==> src/rtl/alu_seq_ctrl.sv <==
// Sequencer for the ALU/register-file datapath. It accepts RV32I R-type words
// and walks the datapath through read, execute and write-back phases.
module alu_seq_ctrl #(
  parameter int CNT_W = 16
) (
  input  logic             clk,
  input  logic             rst,
  input  logic             in_valid,
  output logic             in_ready,
  input  logic [31:0]      in_instr,
  output logic [4:0]       r_addr_a,
  output logic [4:0]       r_addr_b,
  output logic [4:0]       w_addr,
  output logic [3:0]       alu_op,
  output logic             alu_strobe,
  output logic             w_en,
  input  logic [3:0]       flags,
  output logic [3:0]       flags_q,
  output logic             done,
  output logic             illegal,
  output logic [CNT_W-1:0] retired
);

  typedef enum logic [2:0] {IDLE, READ, EXEC, WB, ERR} state_t;

  state_t           state_q;
  logic             in_ready_q;
  logic [4:0]       r_addr_a_q, r_addr_b_q, w_addr_q;
  logic [3:0]       alu_op_q;
  logic             alu_strobe_q, w_en_q, done_q, illegal_q;
  logic [3:0]       flags_cap_q;
  logic [CNT_W-1:0] retired_q;

  logic [6:0] funct7_d;
  logic [2:0] funct3_d;
  logic       legal_d;
  logic [3:0] alu_op_d;

  always_comb begin
    funct7_d = in_instr[31:25];
    funct3_d = in_instr[14:12];
    alu_op_d = {in_instr[30], in_instr[14:12]};
    legal_d  = (in_instr[6:0] == 7'b0110011) &&
               ((funct7_d == 7'b0000000) ||
                ((funct7_d == 7'b0100000) &&
                 ((funct3_d == 3'b000) || (funct3_d == 3'b101))));
  end

  always_ff @(posedge clk) begin
    if (rst) begin
      state_q      <= IDLE;
      in_ready_q   <= 1'b1;
      r_addr_a_q   <= '0;
      r_addr_b_q   <= '0;
      w_addr_q     <= '0;
      alu_op_q     <= '0;
      alu_strobe_q <= 1'b0;
      w_en_q       <= 1'b0;
      done_q       <= 1'b0;
      illegal_q    <= 1'b0;
      flags_cap_q  <= '0;
      retired_q    <= '0;
    end else begin
      alu_strobe_q <= 1'b0;
      w_en_q       <= 1'b0;
      done_q       <= 1'b0;
      illegal_q    <= 1'b0;
      case (state_q)
        IDLE: begin
          if (in_valid && in_ready_q) begin
            in_ready_q <= 1'b0;
            if (legal_d) begin
              r_addr_a_q <= in_instr[19:15];
              r_addr_b_q <= in_instr[24:20];
              w_addr_q   <= in_instr[11:7];
              alu_op_q   <= alu_op_d;
              state_q    <= READ;
            end else begin
              // Rejected words leave the datapath addresses untouched.
              done_q    <= 1'b1;
              illegal_q <= 1'b1;
              state_q   <= ERR;
            end
          end
        end
        READ: begin
          alu_strobe_q <= 1'b1;
          state_q      <= EXEC;
        end
        EXEC: begin
          // x0 is hard-wired to zero, so it is never written.
          w_en_q  <= (w_addr_q != 5'd0);
          done_q  <= 1'b1;
          state_q <= WB;
        end
        WB: begin
          flags_cap_q <= flags;
          retired_q   <= retired_q + CNT_W'(1);
          in_ready_q  <= 1'b1;
          state_q     <= IDLE;
        end
        ERR: begin
          in_ready_q <= 1'b1;
          state_q    <= IDLE;
        end
        default: begin
          in_ready_q <= 1'b1;
          state_q    <= IDLE;
        end
      endcase
    end
  end

  assign in_ready   = in_ready_q;
  assign r_addr_a   = r_addr_a_q;
  assign r_addr_b   = r_addr_b_q;
  assign w_addr     = w_addr_q;
  assign alu_op     = alu_op_q;
  assign alu_strobe = alu_strobe_q;
  assign w_en       = w_en_q;
  assign flags_q    = flags_cap_q;
  assign done       = done_q;
  assign illegal    = illegal_q;
  assign retired    = retired_q;

endmodule

==> config.mk <==
export PLATFORM = sky130hd
export DESIGN_NAME = alu_seq_ctrl
export DESIGN_NICKNAME = d
export VERILOG_FILES = /design/src/rtl/alu_seq_ctrl.sv
export SDC_FILE = /design/constraint.sdc
export NUM_CORES = 1
export LEC_CHECK = 0
export CAP_MARGIN = 20
export CORE_AREA = 2 2 74 76
export CTS_CLUSTER_DIAMETER = 60
export CTS_CLUSTER_SIZE = 16
export DETAILED_ROUTE_END_ITERATION = 8
export DIE_AREA = 0 0 76 78
export HOLD_SLACK_MARGIN = 0.1
export PLACE_DENSITY = 0.77
export SETUP_SLACK_MARGIN = 0.15
export SYNTH_ARGS = -nofsm -noshare
export SYNTH_HDL_FRONTEND = slang
export SYNTH_SLANG_ARGS = --single-unit
==> constraint.sdc <==
create_clock -name clk -period 2.1 [get_ports clk]
set_input_delay 0.21 -clock clk [delete_from_list [all_inputs] [get_ports clk]]
set_output_delay 0.21 -clock clk [all_outputs]
set_load 0.03 [all_outputs]
### Word level (Yosys, flattened, before mapping)

Cells that the tools add are included.

| word-level totals | value |
|---|---|
| register bits | 47 |
| input bits | 39 |
| output and inout bits | 44 |
| logic and storage cells | 46 |

| operators by class | value |
|---|---|
| add/subtract/negate cells | 1 |
| equality and inequality tests | 7 |
| multiplexer cells | 9 |
| bitwise operators | 3 |
| reduce and logical (&&, ||, !) cells | 14 |

Operator list:

| cell | number |
|---|---|
| $add A16 B1 Y16 const B | 1 |
| $eq A7 B6 Y1 const B | 2 |
| $pmux W3 S3 | 1 |
| $logic_not A7 Y1 | 1 |
| $eq A3 B2 Y1 const B | 2 |
| $logic_not A3 Y1 | 2 |
| $mux W3 | 2 |
| $reduce_or A2 Y1 | 3 |
| $reduce_bool A5 Y1 | 1 |
| $mux W1 | 4 |
| $pmux W1 S2 | 2 |
| $eq A3 B1 Y1 const B | 1 |
| $eq A3 B3 Y1 const B | 1 |
| $logic_and A1 B1 Y1 | 3 |
| $not A1 Y1 | 3 |
| $reduce_and A3 Y1 | 1 |
| $logic_or A1 B1 Y1 | 2 |
| $ne A2 B2 Y1 const B | 1 |
| $reduce_and A2 Y1 | 1 |

### Logic depth before layout (Yosys ltp)

Gate-level depths: netlist (run 1).

| logic depth | value |
|---|---|
| depth after elaboration | 8 |
| depth in mapped cells | 6 |
| mapped depth without buffers | 5 |

### Worst setup path before layout (run 1)

Ideal clock, no wire load.

| timing path | value |
|---|---|
| kind | reg-to-reg |
| from | register retired_q[0], in the netlist retired[0] |
| to | register retired_q[14], in the netlist retired[14] |
| library setup time | 0.121 ns |
| arrival | 1.766 ns |
| data required time | 1.979 ns |
| setup slack | 0.214 ns |
| stages on the path, launching flop included | 6 |
| buffers on the path | 0 |
| clock period less this slack | 1.886 ns |
| cells stage by stage | dfxtp_1 ha_1 nand2_1 or3_4 nor4_1 mux2_2 |

| between the ends | value |
|---|---|
| cells in the longest elaborated chain, start to end | 1 |

Ends and longest elaborated chain:

| element | line | source |
|---|---|---|
| from (decl) | 32 | `logic [CNT_W-1:0] retired_q;` |
| from (signal assigned) | 98 | `retired_q <= retired_q + CNT_W'(1);` |
| $add A16 B1 Y16 | 98 |  |

Every way passes these cells.
A chain may end at the register's enable or synchronous reset.

### Worst setup path in the final report (run 1)

| timing path | value |
|---|---|
| from | register state_q[0] |
| to | register w_addr_q[3], in the netlist w_addr[3] |

| between the ends | value |
|---|---|
| cells in the longest elaborated chain, start to end | 2 |

Ends and longest elaborated chain:

| element | line | source |
|---|---|---|
| from (decl) | 26 | `state_t state_q;` |
| from (signal assigned) | 51 | `state_q <= IDLE;` |
| from (signal assigned) | 77 | `state_q <= READ;` |
| from (signal assigned) | 82 | `state_q <= ERR;` |
| $logic_not A3 Y1 | 68 | `case (state_q)` |
| $reduce_and A3 Y1 (no source line) | n/a |  |
| to (signal assigned) | 75 | `w_addr_q <= in_instr[11:7];` |
| to (decl) | 28 | `logic [4:0] r_addr_a_q, r_addr_b_q, w_addr_q;` |

Every way passes these cells.

==> qor_table.md, run 1 <==
| Quantity | Value | Unit |
| --- | --- | --- |
| Detailed placement HPWL | 3913 | µm |
| Buffers from clock root to sink, at most | 2 | - |
| TNS Setup | 0 | ns |
| Share of the yosys chip area belonging to registers | 44.42 | % |
| Data arrival time of the critical path | 1.94 | ns |
| Register bit count reported by yosys | 47 | - |
| Hold depth | 3 | - |
| Clk slew on worst S/H paths | 0.09 | ns |
| Worst hold margin | 0.4526 | ns |
| RSZ-0062 raised after global routing | false | - |
| DRC violations left | 0 | - |
| PD cells | 524.4 | nW/µm² |
| First-pass GRT wire length | 9156 | µm |
| Worst setup EP type | flip-flop | - |
| Final WL | 5637 | µm |
| Chip width | 76 | µm |
| DIE HEIGHT | 78 | µm |
| Category of the critical setup timing path | flip-flop to flip-flop | - |
| Final period demand of the worst path | 1.777 | ns |
| Layout overhead on the synthesized area | 45.89 | % |
| Unique masters post-synth | 39 | - |
| Number of cells traversed by the worst register-to-register path | 5 | - |
| Maximum clock frequency | 562.7 | MHz |
| Biggest fanout along the worst timing path | 19 | - |
| Cells resized by post-CTS repair | 0 | - |
| CTS tree | done | - |
| Routed wire per std cell | 14.53 | µm |
| Yosys synthesis warning count | 0 | - |
| Critical R2R Capture | w_addr[3] | - |
| Syn Std Cell Area | 2118 | µm² |
| Required time at the worst-slack endpoint | 2.26 | ns |
| Worst-case headroom to the max-slew limit | 51.68 | % |
| Number of fill cells in the layout | 443 | - |
| Max IR drop VDD | 0.3055 | mV |
| Core ar. | 5042 | µm² |
| Least-Margin Pin Slew | 0.7247 | ns |
| Final Setup Violations | 0 | - |
| Most area-hungry cell type in the Yosys netlist | sky130_fd_sc_hd__dfxtp_1 | - |
| Status | complete, no violations | - |
| Number of buffer cells added on primary ports | 82 | - |
| Launching instance or port of the critical path | state_q[0] | - |
| Antenna diodes | 0 | - |
| Iteration-0 DRC count of the detailed router | 101 | - |
| Type of origin of the critical path | flip-flop | - |
| Remaining antenna violation count | 0 | - |
| Number of buffers added for setup after CTS | 0 | - |
| Vias in the first global route | 1992 | - |
| Standard-cell rows | 26 | - |
| Clock sinks | 47 | - |
| Count of boundary I/O pins | 83 | - |
| Layout Nets | 357 | - |
| Share of layout cells above drive strength 1 | 8.491 | % |
| Synthesized netlist net count | 276 | - |
| Tcrit/Tclk final | 84.63 | % |
| Synthesized area per cell | 8.976 | µm² |
| Number of enable-type register cells in the synthesized netlist | 0 | - |
| Via density per instance | 5.423 | - |
| Worst clock skew | 0.006356 | ns |
| Leading post-synthesis cells by cell area | sky130_fd_sc_hd__dfxtp_1 (44%), sky130_fd_sc_hd__a21oi_1 (6.9%), sky130_fd_sc_hd__nand4_1 (6.8%), sky130_fd_sc_hd__o31ai_1 (6.7%), sky130_fd_sc_hd__nand2_1 (3.0%) | - |
| GRT overflow | 0 | - |
| Number of max-slew violations in the final report | 0 | - |
| Hold buffer count at cts | 0 | - |
| Clock Tree Root | sky130_fd_sc_hd__clkbuf_8 | - |
| Proportion of synthesized flip-flops having asynchronous set or reset | 0 | % |
| Worst hold endpoint | flags_q[3] | - |
| Clock insertion delay at the later pin of the skew report | 0.30 | ns |
| Starting utilization of the core area | 42.01 | % |
| Pin count of the biggest net entering global routing | 47 | - |
| Most used DFF post-synth | sky130_fd_sc_hd__dfxtp_1 | - |
| Weighted congestion reported at the end of routability-driven placement | 0.7800 | - |
| Number of search-and-repair iterations in the first detailed-routing pass | 4 | - |
| Cell count after synthesis | 236 | - |
| Endpoints failing hold | 0 | - |
| Maximum Capacitance Violations | 0 | - |
| Start point of the worst min-delay path | flags[3] | - |
| Initial antenna violation count | 0 | - |
| Pleak | 1.042 | nW |
| Clock buffers created by TritonCTS | 5 | - |
| Yosys top cell area share | 44.42 | % |
| Origin of the critical flop-to-flop path | state_q[0] | - |
| Global-route usage over all layers | 18.50 | % |
| DR vias | 2104 | - |
| H-Tree Depth | 2 | - |
| Worst reg-to-reg setup slack | 0.32 | ns |
| Worst min-delay path class | input pin to flip-flop | - |
| Die area | 5928 | µm² |
state kept, by name, indices dropped and copies added, names as in the netlist:
name,cells
w_en,1
retired,16
done,1
illegal,1
in_ready,1
w_addr,5
r_addr_b,5
r_addr_a,5
alu_strobe,1
flags_q,4
state_q,3
alu_op,4
final cells by class:
type	instances	area, µm²	share of cell area [%]
Clock buffer	6	72.57	2.348
Clock inverter	2	12.51	0.4049
Inverter	2	7.507	0.2429
Multi-Input combinational cell	166	1051	34.01
Sequential cell	47	940.9	30.45
Tap cell	70	87.58	2.834
Timing Repair Buffer	95	918.4	29.72
cells by family (layout without fill, tap and decap cells):
group                    Yosys count  in the layout  share of synthesized area, %
AND/OR/NAND/NOR                   91             91                         24.99
adder cells (fa/ha/maj)            1              1                        0.5906
XOR/XNOR                          11             11                         4.548
buffers and inverters             23            105                         5.966
multiplexers                       2              2                         1.063
flip-flops                        47             47                         44.42
AO/OA/AOI/OAI                     61             61                         18.43
worst max-delay path, cell delays in order, from the launching register on:
cell,delay (ns)
sky130_fd_sc_hd__dfxtp_1,0.34
sky130_fd_sc_hd__buf_4,0.17
sky130_fd_sc_hd__or4_1,0.53
sky130_fd_sc_hd__buf_4,0.23
sky130_fd_sc_hd__o31ai_1,0.26
sky130_fd_sc_hd__a21oi_1,0.11
Yosys cell counts (all sizes together), types with 5 or more instances:
| cell | n |
|---|---|
| nand2 | 17 |
| nor3 | 5 |
| buf | 14 |
| nor4 | 7 |
| dfxtp | 47 |
| o31ai | 20 |
| nand3 | 5 |
| clkbuf | 7 |
| nand4 | 23 |
| xnor2 | 7 |
| nor2 | 16 |
| or3 | 6 |
| a21oi | 29 |
cells in the final DEF (no fill, tap or decap), drive strengths merged, types with 2 or more instances in the layout:
cell,synthesis,final
dfxtp,47,47
o21a,2,2
nand3,5,5
nor2,16,16
inv,2,2
or4,2,2
a2111oi,2,2
xnor2,7,7
o31ai,20,20
nand2,17,17
nor4,7,7
clkbuf,7,6
clkdlybuf4s50,0,82
nor3,5,5
and4,2,2
or3,6,6
buf,14,13
nand4,23,23
o21ai,4,4
nor2b,2,2
a21oi,29,29
xor2,4,4
mux2,2,2
how the worst max path moves through the flow:
stage | endpoint | slack [ns] | cells past startpoint
finish | w_addr[3] | 0.32 | 5
floorplan | retired[14] | 0.21 | 5
global placement | w_addr[1] | 0.22 | 6
detailed placement | w_addr[3] | 0.16 | 5
global route | retired[12] | 0.21 | 5
CTS | w_addr[3] | 0.32 | 5
where the power goes:
part           leakage [nW]  total [W]  switching, W  internal, W
logic                 0.622   0.000189     0.0000930    0.0000956
clock network        0.0412   0.000531      0.000297     0.000233
registers             0.379   0.000902    0.00000551     0.000896
total                  1.04    0.00162      0.000396      0.00122
per-stage QoR:
step,setup slack (ns),power [W],cell area [µm²],util [%],std cells
after floorplan,0.2138,0.001007,2118,-,236
after global placement,0.2210,0.001109,3005,59.60,380
after detailed placement,0.1594,0.001109,3005,59.60,380
after CTS,0.3169,0.001631,3090,61.29,388
after global routing,0.2114,0.001679,3090,61.29,388
final,0.3228,0.001621,3090,61.29,388
routing by layer:
layer,share of wire [%],GRT usage [%],routed length [µm]
met1,45,22.44,2559
met2,47,31.34,2664
met3,7.1,6.047,399
met4,0.25,5.636,14
met5,0,0,0
Power figures use the tool's default switching activity.
==> inputs of run 2 (changes only) <==
--- a/config.mk
+++ b/config.mk
@@ -6,13 +6,13 @@
 export NUM_CORES = 1
 export LEC_CHECK = 0
 export CAP_MARGIN = 20
-export CORE_AREA = 2 2 74 76
+export CORE_AREA = 2 2 77 79
 export CTS_CLUSTER_DIAMETER = 60
 export CTS_CLUSTER_SIZE = 16
 export DETAILED_ROUTE_END_ITERATION = 8
-export DIE_AREA = 0 0 76 78
+export DIE_AREA = 0 0 79 81
 export HOLD_SLACK_MARGIN = 0.1
-export PLACE_DENSITY = 0.77
+export PLACE_DENSITY = 0.74
 export SETUP_SLACK_MARGIN = 0.15
 export SYNTH_ARGS = -nofsm -noshare
 export SYNTH_HDL_FRONTEND = slang
==> constraint.sdc (replaced) <==
create_clock -name clk -period 1.6 [get_ports clk]
set_input_delay 0.16 -clock clk [delete_from_list [all_inputs] [get_ports clk]]
set_output_delay 0.16 -clock clk [all_outputs]
set_load 0.03 [all_outputs]
==> qor_table.md, run 2 (synthesis results as in run 1) <==
| Quantity | Value | Unit | vs previous |
| --- | --- | --- | --- |
| Detailed placement HPWL | 3907 | µm | -0.16% |
| Starting utilization of the core area | 37.32 | % | -4.7 points |
| Non-Filler Cell Area, Final | 3690 | µm² | +19% |
| Clock buffers created by TritonCTS | 5 | - | unchanged |
| Most common cell after layout, fill and taps aside | sky130_fd_sc_hd__dlygate4sd2_1 | - |  |
| Worst setup EP type | flip-flop | - |  |
| Most frequent cells in the layout | sky130_fd_sc_hd__dlygate4sd2_1 (43), sky130_fd_sc_hd__dfxtp_1 (33), sky130_fd_sc_hd__clkdlybuf4s50_1 (29) | - |  |
| CTS tree | done | - |  |
| Placed Cells incl. Taps | 393 | - | +3.4% |
| PD cells | 601.7 | nW/µm² | +15% |
| Standard-cell rows | 28 | - | +7.7% |
| Share of the core filled with cells in the final layout | 65.01 | % | +3.7 points |
| Clock insertion delay at the later pin of the skew report | 0.30 | ns | about the same |
| Global-route usage over all layers | 18.91 | % | +0.41 points |
| DRC violations left | 0 | - | unchanged |
| Endpoints failing hold | 0 | - | unchanged |
| Weighted congestion reported at the end of routability-driven placement | 0.7893 | - | +1.2% |
| Post-Layout Cell Count | 419 | - | +8.0% |
| DR vias | 2253 | - | +7.1% |
| RSZ-0062 raised after global routing | true | - |  |
| Category of the critical setup timing path | flip-flop to flip-flop | - |  |
| Worst min-delay path class | input pin to flip-flop | - |  |
| Layout Nets | 383 | - | +7.3% |
| Iteration-0 DRC count of the detailed router | 87 | - | -14% |
| Data arrival time of the critical path | 1.75 | ns | -0.19 ns |
| Pleak | 1.574 | nW | +51% |
| Remaining antenna violation count | 0 | - | unchanged |
| Count of boundary I/O pins | 83 | - | unchanged |
| Max IR drop VDD | 0.4450 | mV | +46% |
| Maximum clock frequency | 631.7 | MHz | +12% |
| GRT overflow | 0 | - | unchanged |
| Final WL | 6700 | µm | +19% |
| Layout overhead on the synthesized area | 74.19 | % |  |
| Number of flip-flops in the largest register | 16 | - | unchanged |
| Via density per instance | 5.377 | - | -0.84% |
| Least-Margin Pin Slew | 0.5086 | ns | -0.2162 ns |
| Antenna diodes | 0 | - | unchanged |
| Required time at the worst-slack endpoint | 1.77 | ns | -0.49 ns |
| CP max-delay cell | sky130_fd_sc_hd__or4_4 | - |  |
| Biggest fanout along the worst timing path | 10 | - | -9 |
| Die area | 6399 | µm² | +7.9% |
| DIE HEIGHT | 81 | µm | +3.8% |
| Number of search-and-repair iterations in the first detailed-routing pass | 4 | - | unchanged |
| First-pass GRT wire length | 9715 | µm | +6.1% |
| H-Tree Depth | 2 | - | unchanged |
| Routed wire per std cell | 15.99 | µm | +10% |
| Core ar. | 5675 | µm² | +13% |
| Final Power | 0.002220 | W | +37% |
| Critical R2R Capture | r_addr_a[0] | - |  |
| Series of cell instances along the critical path | or4_4 -> o31ai_4 -> a21oi_1 | - |  |
| Number of max-slew violations in the final report | 0 | - | unchanged |
| Longest individual stage delay on the worst path | 0.68 | ns | +0.15 ns |
| Number of buffer cells added on primary ports | 82 | - | unchanged |
| Pin count of the biggest net entering global routing | 47 | - | unchanged |
| Worst hold endpoint | state_q[0] | - |  |
| Status | complete, no violations | - |  |
| Share of layout cells above drive strength 1 | 30.52 | % | +22 points |
| Clock sinks | 47 | - | unchanged |
| Number of cells traversed by the worst register-to-register path | 3 | - | -2 |
| Worst reg-to-reg setup slack | 0.02 | ns | -0.31 ns |
| Initial antenna violation count | 0 | - | unchanged |
| Bufs and invs on worst path | 0 | - | -2 |
| Chip width | 79 | µm | +3.9% |
| Hold buffer count at cts | 0 | - | unchanged |
| Type of origin of the critical path | flip-flop | - |  |
| Origin of the critical flop-to-flop path | state_q[0] | - |  |
| Family with the most delay on the worst path | simple AND/OR/NAND/NOR gates | - |  |
| Buffers from clock root to sink, at most | 2 | - | unchanged |
| Start point of the worst min-delay path | rst | - |  |
| Hold depth | 3 | - | unchanged |
| Final Setup Violations | 0 | - | unchanged |
| Tcrit/Tclk final | 98.94 | % | +14 points |
| Vias in the first global route | 2132 | - | +7.0% |
| Post-place instance area | 3169 | µm² | +5.5% |
| Clock Tree Root | sky130_fd_sc_hd__clkbuf_8 | - |  |
| Worst-case headroom to the max-slew limit | 66.10 | % | +14 points |
| Final period demand of the worst path | 1.583 | ns | -0.1942 ns |
| Clk slew on worst S/H paths | 0.09 | ns | about the same |
| Maximum Capacitance Violations | 0 | - | unchanged |
| Worst clock skew | 0.006416 | ns | +0.00005998 ns |
run 2: how the worst max path moves through the flow:
stage	end	startpoint	slack [ns]	cells after the start
CTS	retired[14]	state_q[2]	0.03	4
global route	r_addr_a[2]	state_q[0]	-0.02	3
finish	r_addr_a[0]	state_q[0]	0.02	3
global placement	r_addr_a[0]	in_valid	-0.18	5
floorplan	r_addr_a[0]	state_q[2]	-0.04	6
detailed placement	w_addr[0]	in_instr[6]	-0.23	6
run 2: power breakdown:
part           internal, W  leakage, nW  switching (W)
Combinational     0.000172         1.14       0.000181
Sequential         0.00116        0.388     0.00000660
Clock             0.000307       0.0422       0.000388
Total              0.00164         1.57       0.000576
run 2: worst min-delay path: stages:
cell                     delay, ns
sky130_fd_sc_hd__buf_2        0.09
sky130_fd_sc_hd__or3_1        0.17
sky130_fd_sc_hd__nor2_1       0.06
run 2: stage by stage:
step           hold slack, ns  worst slack (ns)  setup TNS, ns
3_5_place_dp           0.4482           -0.2286         -4.212
2_1_floorplan          0.2960          -0.03734        -0.2298
6_report               0.2208           0.01696              0
4_1_cts                0.1881           0.03310              0
5_1_grt                0.2315          -0.01634       -0.05473
3_3_place_gp           0.4423           -0.1823         -3.422
run 2: routing by layer:
metal | global-route usage (%) | part of all wire [%] | wire, µm | vias to the layer above
li1 | - | - | - | 1107
met1 | 22.47 | 42 | 2791 | 1067
met2 | 34.41 | 52 | 3517 | 69
met3 | 4.111 | 4.5 | 300 | 10
met4 | 5.345 | 1.3 | 90 | 0
met5 | 0 | 0 | 0 | -
run 2: cell type report:
class,instances,area [µm²]
timing repair buffer,119,1141
multi-input combinational,168,1388
tap,75,93.84
inverter,2,7.507
clock buffer,7,76.32
sequential,47,978.4
fill,500,1986
clock inverter,1,5.005
run 2: timing repair:
item,4_1_cts,5_1_grt
resized for setup,63,58
setup endpoints to repair,72,39
cloned,2,5
buffers inserted,6,5
pin swaps,7,20
==> inputs of run 3 (changes only) <==
--- a/config.mk
+++ b/config.mk
@@ -8,12 +8,12 @@
 export CAP_MARGIN = 20
 export CORE_AREA = 2 2 77 79
 export CTS_CLUSTER_DIAMETER = 60
-export CTS_CLUSTER_SIZE = 16
 export DETAILED_ROUTE_END_ITERATION = 8
 export DIE_AREA = 0 0 79 81
 export HOLD_SLACK_MARGIN = 0.1
 export PLACE_DENSITY = 0.74
 export SETUP_SLACK_MARGIN = 0.15
+export SLEW_MARGIN = 20
 export SYNTH_ARGS = -nofsm -noshare
 export SYNTH_HDL_FRONTEND = slang
 export SYNTH_SLANG_ARGS = --single-unit
==> results of run 3 <==
Same layout as run 2: the final DEF is identical, and so are final timing and power.
